`config.mk`:
```
export PLATFORM = sky130hd
export DESIGN_NAME = io_timer
export DESIGN_NICKNAME = d
export VERILOG_FILES = /design/src/rtl/io_timer.sv
export SDC_FILE = /design/constraint.sdc
export NUM_CORES = 1
export LEC_CHECK = 0
export ABC_AREA = 1
export BUFFER_PORTS_ARGS = -buffer_cell sky130_fd_sc_hd__buf_2
export CORE_ASPECT_RATIO = 1.5
export CORE_MARGIN = 10
export CORE_UTILIZATION = 35
export DETAILED_ROUTE_END_ITERATION = 7
export HOLD_SLACK_MARGIN = 0.08
export SYNTH_ARGS = -nofsm -noshare
export SYNTH_HDL_FRONTEND = slang
export SYNTH_SLANG_ARGS = --single-unit
```
`constraint.sdc`:
```
create_clock -name clk -period 3.1 [get_ports clk]
set_clock_uncertainty 0.15 [all_clocks]
set_input_delay 0.775 -clock clk [delete_from_list [all_inputs] [get_ports clk]]
set_output_delay 0.775 -clock clk [all_outputs]
set_load 0.01 [all_outputs]
```
`src/rtl/io_timer.sv`:
```
// io_timer: memory-mapped prescaled 32-bit timer with compare-match,
// optional auto-reload and a registered level interrupt.
// Optional feature: define IO_TIMER_CYCLE_COUNTER_EN to add a free-running
// 64-bit cycle counter at 0x14 with a 64-bit snapshot at 0x18/0x1C.
module io_timer #(
  parameter int PRESCALE_W = 16
) (
  input  logic        clk,
  input  logic        rst_n,
  input  logic [5:0]  addr,
  input  logic [31:0] data_in,
  input  logic        write_enable,
  output logic [31:0] data_out,
  output logic        irq
);

  // Word indices within the peripheral window (addr[5:2]).
  localparam logic [3:0] REG_CTRL     = 4'h0;
  localparam logic [3:0] REG_PRESCALE = 4'h1;
  localparam logic [3:0] REG_COUNT    = 4'h2;
  localparam logic [3:0] REG_COMPARE  = 4'h3;
  localparam logic [3:0] REG_STATUS   = 4'h4;
`ifdef IO_TIMER_CYCLE_COUNTER_EN
  localparam logic [3:0] REG_CYC_LIVE = 4'h5;
  localparam logic [3:0] REG_SNAP_LO  = 4'h6;
  localparam logic [3:0] REG_SNAP_HI  = 4'h7;
`endif

  logic [2:0]            ctrl_reg, ctrl_next;       // {IE, RELOAD, EN}
  logic [PRESCALE_W-1:0] prescale_reg, prescale_next;
  logic [PRESCALE_W-1:0] pcnt_reg, pcnt_next;
  logic [31:0]           count_reg, count_next;
  logic [31:0]           compare_reg, compare_next;
  logic                  match_reg, match_next;
  logic                  irq_reg, irq_next;

  logic [3:0] word_idx;
  logic       wr_ctrl, wr_prescale, wr_count, wr_compare, wr_status;
  logic       tick;
  logic       count_hit;
  logic       unused_addr_bits;

  assign word_idx         = addr[5:2];
  assign unused_addr_bits = ^addr[1:0];

  assign wr_ctrl     = write_enable && (word_idx == REG_CTRL);
  assign wr_prescale = write_enable && (word_idx == REG_PRESCALE);
  assign wr_count    = write_enable && (word_idx == REG_COUNT);
  assign wr_compare  = write_enable && (word_idx == REG_COMPARE);
  assign wr_status   = write_enable && (word_idx == REG_STATUS);

  // Ticks follow the registered EN, so a CTRL write only matters next cycle.
  assign tick      = ctrl_reg[0] && (pcnt_reg == prescale_reg);
  assign count_hit = (count_reg == compare_reg);

  // Next-state logic for the timer registers and the prescaler.
  always_comb begin
    ctrl_next     = wr_ctrl     ? data_in[2:0]            : ctrl_reg;
    prescale_next = wr_prescale ? data_in[PRESCALE_W-1:0] : prescale_reg;
    compare_next  = wr_compare  ? data_in                 : compare_reg;

    // Prescaler restarts on any COUNT/PRESCALE write so the next tick is a full period away.
    if (wr_count || wr_prescale || !ctrl_reg[0] || tick) begin
      pcnt_next = '0;
    end else begin
      pcnt_next = pcnt_reg + PRESCALE_W'(1);
    end

    // A COUNT store beats the increment/reload; the match check still sees the old COUNT.
    if (wr_count) begin
      count_next = data_in;
    end else if (tick) begin
      count_next = (count_hit && ctrl_reg[1]) ? 32'd0 : count_reg + 32'd1;
    end else begin
      count_next = count_reg;
    end

    // A fresh match outranks a simultaneous W1C.
    if (tick && count_hit) begin
      match_next = 1'b1;
    end else if (wr_status && data_in[0]) begin
      match_next = 1'b0;
    end else begin
      match_next = match_reg;
    end

    irq_next = match_reg & ctrl_reg[2];
  end

  // Timer state registers with synchronous active-low reset.
  always_ff @(posedge clk) begin
    if (!rst_n) begin
      ctrl_reg     <= '0;
      prescale_reg <= '0;
      pcnt_reg     <= '0;
      count_reg    <= '0;
      compare_reg  <= '0;
      match_reg    <= 1'b0;
      irq_reg      <= 1'b0;
    end else begin
      ctrl_reg     <= ctrl_next;
      prescale_reg <= prescale_next;
      pcnt_reg     <= pcnt_next;
      count_reg    <= count_next;
      compare_reg  <= compare_next;
      match_reg    <= match_next;
      irq_reg      <= irq_next;
    end
  end

  assign irq = irq_reg;

`ifdef IO_TIMER_CYCLE_COUNTER_EN
  logic [63:0] cyc_reg;
  logic [63:0] snap_reg;
  logic        wr_snap;

  assign wr_snap = write_enable && (word_idx == REG_CYC_LIVE);

  // Free-running cycle counter and snapshot capture; independent of EN.
  always_ff @(posedge clk) begin
    if (!rst_n) begin
      cyc_reg  <= '0;
      snap_reg <= '0;
    end else begin
      cyc_reg <= cyc_reg + 64'd1;
      if (wr_snap) begin
        snap_reg <= cyc_reg;
      end
    end
  end
`endif

  // Zero-latency read mux; unmapped offsets return zero.
  always_comb begin
    data_out = 32'd0;
    case (word_idx)
      REG_CTRL:     data_out[2:0] = ctrl_reg;
      REG_PRESCALE: data_out[PRESCALE_W-1:0] = prescale_reg;
      REG_COUNT:    data_out = count_reg;
      REG_COMPARE:  data_out = compare_reg;
      REG_STATUS:   data_out[0] = match_reg;
`ifdef IO_TIMER_CYCLE_COUNTER_EN
      REG_CYC_LIVE: data_out = cyc_reg[31:0];
      REG_SNAP_LO:  data_out = snap_reg[31:0];
      REG_SNAP_HI:  data_out = snap_reg[63:32];
`endif
      default:      data_out = 32'd0;
    endcase
  end

endmodule

```
# ---- Word level (Yosys, flattened, before mapping)
# Cells that the tools add are included.
dict set report word_totals {
  reg_bits 101
  inputBits 41
  out_inout_bits 33
  word_cells 43
}
dict set report op_classes {
  n_addsub 2
  bitwise 2
  eq_ne 6
  mux 9
  n_reduce_logical 17
}
# cell count
set ops {}
lappend ops {{32-bit two-way mux} 3}
lappend ops {{13-bit case mux with 3 select lines} 1}
lappend ops {{32-bit by 1-bit adder with 32-bit output (second input constant)} 1}
lappend ops {{32-bit equality test} 1}
lappend ops {{16-bit case mux with 2 select lines} 1}
lappend ops {{16-bit by 1-bit adder with 16-bit output (second input constant)} 1}
lappend ops {{16-bit equality test} 1}
lappend ops {{1-bit logical AND} 9}
lappend ops {{4-bit by 2-bit equality test with 1-bit output (second input constant)} 2}
lappend ops {{2-bit case mux with 4 select lines} 1}
lappend ops {{1-bit case mux with 5 select lines} 1}
lappend ops {{4-bit by 1-bit equality test with 1-bit output (second input constant)} 1}
lappend ops {{4-bit by 3-bit equality test with 1-bit output (second input constant)} 1}
lappend ops {{4-bit zero test} 1}
lappend ops {{2-bit nonzero test} 2}
lappend ops {{1-bit logical OR} 3}
lappend ops {{1-bit two-way mux} 2}
lappend ops {{2-bit OR reduction} 1}
lappend ops {{1-bit bitwise AND} 1}
lappend ops {{1-bit zero test} 1}
lappend ops {{1-bit NOT} 1}

# ---- Longest topological paths before layout
# Gate-level depths: netlist (run 1).
dict set report logic_depth {
  depth_word 6
  mapped_depth 13
  ltp_nobuf 12
}

# ---- Worst setup path after synthesis (run 1)
# OpenSTA, ideal clock, no wires.
dict set report synth_path {
  path_kind {input port to output port}
  startpoint {input addr[5]}
  endpoint {output data_out[16]}
  cell_stages 6
  t_arrival_ns 1.801
  slack_ns 0.374
  path_buffers 1
  t_required_ns 2.175
  cell_sequence {nor2_1 > inv_2 > nor3_4 > inv_2 > buf_1 > o21ai_0}
}
dict set report synth_between {
  elab_chain_cells 2
  word_cells_on_any_way 3
  cone_classes {eq/ne (2); mux (1)}
}
# item line
set synth_rtl {}
lappend synth_rtl {{from (decl)} 10} ;# input logic [5:0] addr,
lappend synth_rtl {{4-bit by 2-bit equality test with 1-bit output} 137} ;# case (word_idx)
lappend synth_rtl {{16-bit case mux with 2 select lines *} 137}
lappend synth_rtl {{to (decl)} 13} ;# output logic [31:0] data_out,
# Every way passes the cells marked *; elsewhere a longest branch is shown, timed or not.

# ---- Final worst setup path (run 1)
dict set report layout_path {
  startpoint {input addr[2]}
  endpoint {output data_out[2]}
}
dict set report layout_between {
  elab_chain_cells 2
  word_cells_on_any_way 5
  cone_classes {eq/ne (3); mux (1); reduce/logical (1)}
}
# item line
set layout_rtl {}
lappend layout_rtl {{4-bit by 2-bit equality test with 1-bit output, or another cell as far along} 137}
lappend layout_rtl {{2-bit case mux with 4 select lines *} 137}
# Marks and branches as above.

==> metrics.md, run 1 <==
| Metric | Value |
|---|---|
| Status | `finished, final reports clean` |
| Initial drt markers | `roughly 380` |
| HPWL Detailed | `15.5 mm` |
| Wire length per cell | `15.1 um` |
| Post-route antenna net violation count | `0` |
| First-pass iteration count of the detailed router | `6` |
| Synth Area in XOR/XNOR | `5.61%` |
| Vias | `6475` |
| Non-Filler Instances | `about 1300` |
| Vias/cell | `4.95` |
| Tightest Pin Transition | `519 ps` |
| Vias in the first global route | `~6300` |
| CTS Hold Bufs | `0` |
| P_leak | `2.97 nW` |
| Main combinational cell family by area after synthesis | `simple AND/OR/NAND/NOR gates` |
| Setup ws final | `roughly 160 ps` |
| Reg-to-reg endpoint | `count_reg[30]$_SDFFE_PN0P_` |
| Mux share of post-synthesis cell area | `0%` |
| Most frequent cells after synthesis | `nand2_1 (295), inv_1 (158), dfxtp_1 (101)` |
| Max-slew violations | `0` |
| CP top delay family | `buffers and inverters` |
| Clock Path Buffers | `2` |
| Slew Limit Headroom | `65.4%` |
| Fin util | `40.2%` |
| Critical Path RT | `2170 ps` |
| Count leader, synth | `nand2_1` |
| YS warnings | `0` |
| Finished Cell Area | `7210 um^2` |
| Reg2reg setup slack | `790 ps` |
| RSZ-0062 raised after global routing | `false` |
| Worst path buffer plus inverter count | `4` |
| Max Cap Violations | `0` |
| Gr usage total | `between 10% and 20%` |
| Layout cells sized above 1 | `11.6%` |
| Critical-path cell list | `buf_2 > inv_1 > nor3_4 > inv_1 > o22ai_1 > a221o_1 > buf_2` |
| Ys flop type | `dfxtp_1` |
| Port-buffer cells | `71` |
| Fin crit period | `2940 ps` |
| Yosys cell types | `38` |
| Mapped Avg Cell Area | `between 6 and 7 um^2` |
| Number of flops mapped to enable cells by yosys | `0` |
| GPL Wtd Cong | `between 0.9 and 1` |
| Total die area | `24200 um^2` |
| Largest net degree at the start of global routing | `50` |
| Yosys reg bits | `101` |
| Min-Delay Path Depth | `2` |
| Critical Path AT | `~2000 ps` |
| Hold path start | `match_reg$_SDFFE_PN0P_` |
| Crit Reg-Reg Startpoint | `count_reg[0]$_SDFFE_PN0P_` |
| Die outline height | `186 um` |
| Core Rows | `60` |
| Worst skew pair latency | `350 ps` |
| Power Dens Cells | `378 nW/um^2` |
| Worst vdd ir | `0.257 mV` |
| Layout Nets | `1127` |
| GRT overflow | `0` |
| CTS buffer count | `9` |
| Slowest stage delay, CP | `between 300 and 400 ps` |
| CTS tree | `built` |
| Die Wd | `130 um` |
| Worst Reg2Reg Path Length in Cells | `9` |
| Dpl cell area | `a little under 7000 um^2` |
| Yosys top cell by area | `dfxtp_1` |
| Place WS | `165 ps` |
| Boundary pin count | `74` |
| Clk sinks | `101` |
| Final Hold Viols | `0` |
| Synth Cell Area | `approximately 6400 um^2` |
| Post-Syn Nets | `approximately 1100` |
| Starting Density | `35.7%` |
| Ys async rst share | `0%` |
| Cells after synthesis | `1038` |
| Worst setup SP type | `primary input` |
| Post-CTS Setup Repair Bufs | `0` |
| Initial antenna violation count | `1` |
| Crit-path slowest cell | `inv_1` |
| Post-placement cell count | `between 1000 and 1500` |
| Post-CTS Resized | `0` |
| Fillers | `1978` |
| Post-Synth Simple-Gate Area | `33.1%` |
| CP Capture Type | `primary output` |
| Layout area overhead | `12.5%` |
| Compound-Gate Fraction of Synth Area | `15.1%` |
| Post-Route WL | `just under 20 mm` |
| Fmax | `about 340 MHz` |
| Setup CP Type | `primary input to primary output` |
| Final Cycle Share | `between 90% and 100%` |
| Critical Path Source | `addr[2]` |
| Root Buffer | `clkbuf_16` |
| Setup TNS | `0 ps` |
| First-pass GRT wire length | `31.7 mm` |
| Clk slew on worst S/H paths | `70 ps` |
| Worst Hold End | `irq$_SDFF_PN0_` |
| Register area share after synthesis | `31.6%` |
| # setup viols final | `0` |
| H-Tree Depth | `3` |
| Drc violations | `0` |
| Synth top area share | `between 30% and 40%` |
| Core Footprint | `17900 um^2` |
| Top post-synthesis cells by area | `dfxtp_1 (32%), nand2_1 (17%), inv_1 (9.3%)` |
| Hold WC Path Type | `flip-flop to flip-flop` |
| Worst-path fanout max | `11` |
| Synth Area in Adders | `less than 1%` |
[placed cells by master, fill, tap and decap left out, drive strengths merged]
cell type / synthesis / layout
dfxtp: 101 / 101
nand3b: 1 / 1
clkinv: 2 / 6
nand4: 37 / 37
xor2: 18 / 18
nor3: 14 / 14
nor3b: 1 / 1
nand3: 56 / 56
ha: 2 / 2
o2111ai: 1 / 1
inv: 166 / 167
xnor2: 23 / 23
o21ai: 54 / 54
buf: 31 / 90
nor2: 88 / 88
bufinv: 0 / 1
a31oi: 1 / 1
o221ai: 13 / 13
a221o: 1 / 1
o22ai: 17 / 17
o211ai: 1 / 1
clkbuf: 24 / 10
diode: 0 / 1
a21oi: 89 / 89
nand2: 297 / 297
[area by class of cell]
class,instances,area [um^2],share of cell area (%)
Antenna cell,1,2.50,0.0347
Sequential cell,101,2020,28.1
Clock inverter,6,62.6,0.868
Inverter,168,633,8.79
Tap cell,217,272,3.77
Timing Repair Buffer,90,510,7.08
Clock buffer,10,229,3.18
Multi-Input combinational cell,714,3470,48.2
[metrics by stage]
stage / power, W / hold WS (ps)
floorplan: 0.00150 / 273
global placement: 0.00159 / 307
detailed placement: 0.00159 / 310
CTS: 0.00275 / 319
global route: 0.00283 / 339
finish: 0.00272 / 318
[where the power goes]
group / internal (W) / leakage [nW] / total, W / switching (W)
combinational: 0.0000769 / 2.01 / 0.000225 / 0.000148
sequential: 0.00132 / 0.816 / 0.00134 / 0.0000199
clock: 0.000628 / 0.147 / 0.00116 / 0.000533
total: 0.00202 / 2.97 / 0.00272 / 0.000701
[worst min-delay path, delay by kind of cell, from the launching register on]
| kind | cells | cell delay [ps] |
|---|---|---|
| simple gates | 2 | 90 |
| flops | 1 | 330 |
[kinds of logic after synthesis]
| kind of cell | count (synthesis) |
|---|---|
| simple gates | 494 |
| flops | 101 |
| compound gates | 177 |
| buf+inv | 223 |
| xor+xnor | 41 |
| fa+ha+maj | 2 |
[layer usage]
| metal | track usage (%) | part of all wire [%] | vias to the layer above |
|---|---|---|---|
| met5 | 0 | 0 | - |
| met4 | 6.92 | 3.5 | 0 |
| met3 | 2.68 | 4.0 | 35 |
| met2 | 31.3 | 53 | 127 |
| met1 | 17.6 | 40 | 2913 |
| li1 | - | - | 3400 |
[worst max-delay path by stage]
stage | endpoint | slack (ps) | depth (start not counted)
floorplan | data_out[16] | 370 | 6
global placement | data_out[2] | 180 | 7
detailed placement | data_out[2] | 170 | 7
CTS | data_out[2] | 170 | 7
global route | data_out[0] | 70 | 8
finish | data_out[2] | 160 | 7
Power figures use the tool's default switching activity.
==> run 2: changes to the inputs <==
--- a/config.mk
+++ b/config.mk
@@ -12,6 +12,7 @@
 export CORE_UTILIZATION = 35
 export DETAILED_ROUTE_END_ITERATION = 7
 export HOLD_SLACK_MARGIN = 0.08
+export REMOVE_ABC_BUFFERS = 1
 export SYNTH_ARGS = -nofsm -noshare
 export SYNTH_HDL_FRONTEND = slang
 export SYNTH_SLANG_ARGS = --single-unit
==> run 2 against run 1 <==
Compared with the run above:
- global-route usage rose by 0.32 points
- critical path depth stayed put
- first-iteration DRC count fell by 4.2%
- highest routed layer unchanged
- via count is 0.15% higher
==> metrics.md, run 2 (same netlist as run 1, synthesis figures left out) <==
| Metric | Value |
|---|---|
| Min-Delay Path Depth | `2 (unchanged)` |
| CTS Hold Bufs | `0 (unchanged)` |
| Slew Limit Headroom | `68.3% (+2.8 points)` |
| Multi-input gate area | `3470 um^2 (unchanged)` |
| Post-CTS Setup Repair Bufs | `0 (unchanged)` |
| CP Capture Type | `primary output` |
| RSZ-0062 raised after global routing | `false` |
| Fin crit period | `2950 ps (+15.4 ps)` |
| Worst setup SP type | `primary input` |
| Total die area | `24200 um^2 (unchanged)` |
| Worst Hold End | `irq$_SDFF_PN0_` |
| Slowest stage delay, CP | `340 ps (+20 ps)` |
| Die outline height | `186 um (unchanged)` |
| Max-slew violations | `0 (unchanged)` |
| Antenna diode count | `0 (-1)` |
| Vias/cell | `4.96 (+0.15%)` |
| Port-buffer cells | `71 (unchanged)` |
| Initial drt markers | `361 (-4.2%)` |
| Leading cell types in the layout, fill and taps excluded | `nand2_1 (294), inv_1 (158), dfxtp_1 (101)` |
| Worst-path fanout max | `11 (unchanged)` |
| First-pass GRT wire length | `32.0 mm (+0.85%)` |
| Layout area overhead | `12.8%` |
| Fin util | `40.3% (+0.13 points)` |
| Gr usage total | `16.9% (+0.32 points)` |
| Power Dens Cells | `385 nW/um^2 (+1.8%)` |
| Root Buffer | `clkbuf_16` |
| Worst Reg2Reg Path Length in Cells | `9 (unchanged)` |
| Worst path buffer plus inverter count | `4 (unchanged)` |
| Clk slew on worst S/H paths | `80 ps (about the same)` |
| First-pass iteration count of the detailed router | `5 (-1)` |
| Layout cells sized above 1 | `11.7% (+0.17 points)` |
| Largest net degree at the start of global routing | `38 (-24%)` |
| Setup TNS | `0 ps (unchanged)` |
| CTS buffer count | `9 (unchanged)` |
| Status | `finished, final reports clean` |
| GRT overflow | `0 (unchanged)` |
| Max Cap Violations | `0 (unchanged)` |
| Wire length per cell | `15.7 um (+3.7%)` |
| P_leak | `2.97 nW (about the same)` |
| Critical Path AT | `2030 ps (+20 ps)` |
| Crit-path slowest cell | `inv_1` |
| Fmax | `339 MHz (-0.52%)` |
| Reg2reg setup slack | `900 ps (+110 ps)` |
| # setup viols final | `0 (unchanged)` |
| Reg-to-reg endpoint | `count_reg[20]$_SDFFE_PN0P_` |
| Final Hold Viols | `0 (unchanged)` |
| Hold WC Path Type | `flip-flop to flip-flop` |
| Core Footprint | `17900 um^2 (unchanged)` |
| Post-Route WL | `20.5 mm (+3.7%)` |
| Starting Density | `35.7% (unchanged)` |
| Worst vdd ir | `0.218 mV (-15%)` |
| Boundary pin count | `74 (unchanged)` |
| Post-CTS Resized | `0 (unchanged)` |
| Core Rows | `60 (unchanged)` |
| Worst skew pair latency | `370 ps (+20 ps)` |
| Final Cycle Share | `95.3% (+0.50 points)` |
| Hold path start | `match_reg$_SDFFE_PN0P_` |
| Setup CP Type | `primary input to primary output` |
| Critical-path cell list | `buf_2 > inv_1 > nor3_4 > inv_1 > o22ai_1 > a221o_1 > buf_2` |
| Vias | `6485 (+0.15%)` |
| Clk sinks | `101 (unchanged)` |
| Reg area | `2020 um^2 (unchanged)` |
| Vias in the first global route | `6124 (-2.7%)` |
| Layout Nets | `1128 (+0.089%)` |
| Tightest Pin Transition | `475 ps (-43.5 ps)` |
| Crit Reg-Reg Startpoint | `count_reg[0]$_SDFFE_PN0P_` |
| Initial antenna violation count | `0 (-1)` |
| H-Tree Depth | `3 (unchanged)` |
| CTS tree | `built` |
| GPL Wtd Cong | `0.938 (-2.6%)` |
| Clock Path Buffers | `2 (unchanged)` |
| Drc violations | `0 (unchanged)` |
| Fillers | `1996 (+0.91%)` |
| Commonest non-fill, non-tap cell in the layout | `nand2_1` |
| CP top delay family | `buffers and inverters` |
| HPWL Detailed | `15.7 mm (+0.82%)` |
| Die Wd | `130 um (unchanged)` |
| Hold slack | `316 ps (-2.55 ps)` |
| Post-route antenna net violation count | `0 (unchanged)` |
| Critical Path RT | `2170 ps (about the same)` |
-- run 2: changes by cell type in the layout (fill, tap and decap cells not counted), sizes merged --
cell      delta
buf          +1
diode        -1
clkbuf       -1
inv          +1
clkinv       -3
clkinvlp     +3
-- run 2: final cells by class --
type	count	area share, %
Clock buffer	9	3.12
Clock inverter	7	1.16
Inverter	168	8.76
Multi-Input combinational cell	714	48.1
Sequential cell	101	28.0
Tap cell	217	3.76
Timing Repair Buffer	91	7.17
-- run 2: how the worst max path moves through the flow --
| stage | slack, ps | from | endpoint | cells after the start |
|---|---|---|---|---|
| 2_1_floorplan | 160 | addr[5] | pcnt_reg[10]$_SDFF_PP0_ | 8 |
| 3_3_place_gp | 150 | addr[2] | data_out[2] | 7 |
| 3_5_place_dp | 150 | addr[2] | data_out[2] | 7 |
| 4_1_cts | 140 | addr[2] | data_out[2] | 7 |
| 5_1_grt | 20 | addr[2] | data_out[0] | 8 |
| 6_report | 150 | addr[2] | data_out[2] | 7 |
-- run 2: power breakdown --
part           leakage, nW  switching [W]  internal (W)  total [W]
clock                0.142       0.000576      0.000640    0.00122
sequential           0.816      0.0000205       0.00132    0.00134
combinational         2.01       0.000150     0.0000773   0.000228
-- run 2: layer usage --
metal | routed length [um] | share of wire, % | GRT usage [%]
met5 | 0 | 0 | 0
met3 | 702 | 3.4 | 2.14
met1 | 8320 | 41 | 18.7
met4 | 611 | 3.0 | 7.14
met2 | 10800 | 53 | 31.3
-- run 2: per-stage QoR --
step	power [W]	cells	setup WS, ps	area (um^2)
final	0.00278	1307	146	7230
after floorplan	0.00148	983	155	6130
after global placement	0.00159	1291	149	6920
after global routing	0.00288	1307	20.4	7230
after CTS	0.00281	1307	144	7230
after detailed placement	0.00160	1291	147	6920
-- run 2: worst min-delay path: cells and delay by family, from the launching register on --
kind / cells / cell delay (ps)
flops: 1 / 330
simple gates: 2 / 110
==> run 3: changes to the inputs <==
--- a/config.mk
+++ b/config.mk
@@ -9,9 +9,10 @@
 export BUFFER_PORTS_ARGS = -buffer_cell sky130_fd_sc_hd__buf_2
 export CORE_ASPECT_RATIO = 1.5
 export CORE_MARGIN = 10
-export CORE_UTILIZATION = 35
+export CORE_UTILIZATION = 64
 export DETAILED_ROUTE_END_ITERATION = 7
 export HOLD_SLACK_MARGIN = 0.08
+export PLACE_DENSITY = 0.86
 export REMOVE_ABC_BUFFERS = 1
 export SYNTH_ARGS = -nofsm -noshare
 export SYNTH_HDL_FRONTEND = slang
==> run 3 against run 2 <==
Compared with the run above:
- combinational power fell by 3%
- power fell by 1.1%
- sequential power barely moved
- die area fell by 40%
- maximum frequency fell by 0.41%
- largest cell class unchanged
- first-iteration DRC count rose by 43%
- largest power group unchanged
==> metrics.md, run 3 (same netlist as run 1, synthesis figures left out) <==
| Metric | Value |
|---|---|
| Drc violations | `0 (unchanged)` |
| Status | `finished, final reports clean` |
| Initial drt markers | `516 (+43%)` |
| Max Cap Violations | `0 (unchanged)` |
| Layout cells sized above 1 | `11.2% (-0.50 points)` |
| Layout area overhead | `10.3%` |
| Hold WC Path Type | `flip-flop to flip-flop` |
| Port-buffer cells | `71 (unchanged)` |
| CP Capture Type | `primary output` |
| Total die area | `14500 um^2 (-40%)` |
| Final Power | `0.00275 W (-1.1%)` |
| Vias/cell | `5.65 (+14%)` |
| Final Cycle Share | `95.7% (+0.40 points)` |
| Starting Density | `65.7% (+30 points)` |
| Setup CP Type | `primary input to primary output` |
| Clk sinks | `101 (unchanged)` |
| Largest net degree at the start of global routing | `49 (+29%)` |
| Clock Path Buffers | `2 (unchanged)` |
| Final Hold Viols | `0 (unchanged)` |
| Vias in the first global route | `6517 (+6.4%)` |
| Critical Path RT | `2170 ps (about the same)` |
| Worst-path fanout max | `22 (+11)` |
| Max-slew violations | `0 (unchanged)` |
| H-Tree Depth | `3 (unchanged)` |
| Clk slew on worst S/H paths | `70 ps (about the same)` |
| Root Buffer | `clkbuf_16` |
| Core Rows | `44 (-27%)` |
| Fin util | `72.5% (+32 points)` |
| HPWL Detailed | `13.6 mm (-13%)` |
| Fin crit period | `2970 ps (+12.2 ps)` |
| CTS Hold Bufs | `0 (unchanged)` |
| Boundary pin count | `74 (unchanged)` |
| First-pass iteration count of the detailed router | `5 (unchanged)` |
| Gr usage total | `26.0% (+9.0 points)` |
| Post-route antenna net violation count | `0 (unchanged)` |
| Leading cell types in the layout, fill and taps excluded | `nand2_1 (294), inv_1 (158), dfxtp_1 (101)` |
| Worst vdd ir | `0.254 mV (+17%)` |
| Initial antenna violation count | `0 (unchanged)` |
| Wire length per cell | `15.6 um (-0.44%)` |
| Setup TNS | `0 ps (unchanged)` |
| Post-CTS Resized | `0 (unchanged)` |
| RSZ-0062 raised after global routing | `false` |
| Slew Limit Headroom | `67.7% (-0.53 points)` |
| Tightest Pin Transition | `483 ps (+8.33 ps)` |
| Layout Nets | `1123 (-0.44%)` |
| Post-CTS Setup Repair Bufs | `0 (unchanged)` |
| Antenna diode count | `0 (unchanged)` |
| Power Dens Cells | `389 nW/um^2 (+1.1%)` |
| Vias | `6778 (+4.5%)` |
| Die outline height | `143 um (-23%)` |
| Commonest non-fill, non-tap cell in the layout | `nand2_1` |
| CTS buffer count | `9 (unchanged)` |
| # setup viols final | `0 (unchanged)` |
| P_leak | `2.96 nW (-0.42%)` |
| Fillers | `882 (-56%)` |
| Core Footprint | `9740 um^2 (-46%)` |
| Die Wd | `102 um (-22%)` |
| Worst skew pair latency | `350 ps (-20 ps)` |
| CTS tree | `built` |
| Worst setup SP type | `primary input` |
| Post-Route WL | `18.7 mm (-8.6%)` |
| Fmax | `337 MHz (-0.41%)` |
| First-pass GRT wire length | `30.4 mm (-4.9%)` |
| Critical Path AT | `2040 ps (about the same)` |
| GPL Wtd Cong | `0.931 (-0.76%)` |
| GRT overflow | `0 (unchanged)` |
run 3: cell count changes in the layout (fill, tap and decap cells not counted):
cell / previous run / this run
clkbuf_1: 0 / 1
clkbuf_8: 0 / 3
inv_8: 2 / 0
clkinv_4: 1 / 0
clkinvlp_4: 3 / 1
buf_4: 19 / 14
clkinv_2: 0 / 1
run 3: worst paths after layout:
kind | cells past startpoint | slack, ps | from | endpoint
worst min-delay path | 2 | 310 | match_reg$_SDFFE_PN0P_ | irq$_SDFF_PN0_
worst max register to register | 9 | 840 | count_reg[0]$_SDFFE_PN0P_ | count_reg[30]$_SDFFE_PN0P_
worst min register to register | 2 | 310 | match_reg$_SDFFE_PN0P_ | irq$_SDFF_PN0_
worst max-delay path | 8 | 130 | addr[5] | data_out[20]
run 3: critical path, stage by stage:
cell and delay (ps):
buf_2 100, nor2_1 120, inv_2 100, nor3_4 160, inv_2 230, buf_4 250
o22ai_1 150, buf_2 160
run 3: area by class of cell:
type | count | area (um^2) | area share (%)
multi-input combinational | 714 | 3470 | 49.2
sequential | 101 | 2020 | 28.6
inverter | 168 | 633 | 8.96
timing repair buffer | 86 | 480 | 6.80
clock buffer | 13 | 270 | 3.82
tap | 115 | 144 | 2.04
clock inverter | 3 | 42.5 | 0.602
run 3: metal layers:
layer  share of wire [%]  track usage, %
met3                 5.0            4.72
met5                   0               0
met2                  52            46.1
met4                 4.9            15.4
met1                  38            27.6
run 3: where the power goes:
part           switching [W]  total [W]  internal [W]
Combinational       0.000148   0.000222     0.0000746
Clock               0.000497    0.00119      0.000692
Sequential         0.0000206    0.00134       0.00132
Total               0.000666    0.00275       0.00208
run 3: per-stage QoR:
stage	setup WS, ps	instances	cell area (um^2)	hold WS (ps)
after floorplan	155	983	6130	273
after global placement	190	1184	6750	295
after detailed placement	172	1184	6750	301
after CTS	139	1200	7070	311
after global routing	20.8	1200	7070	334
final	134	1200	7070	314
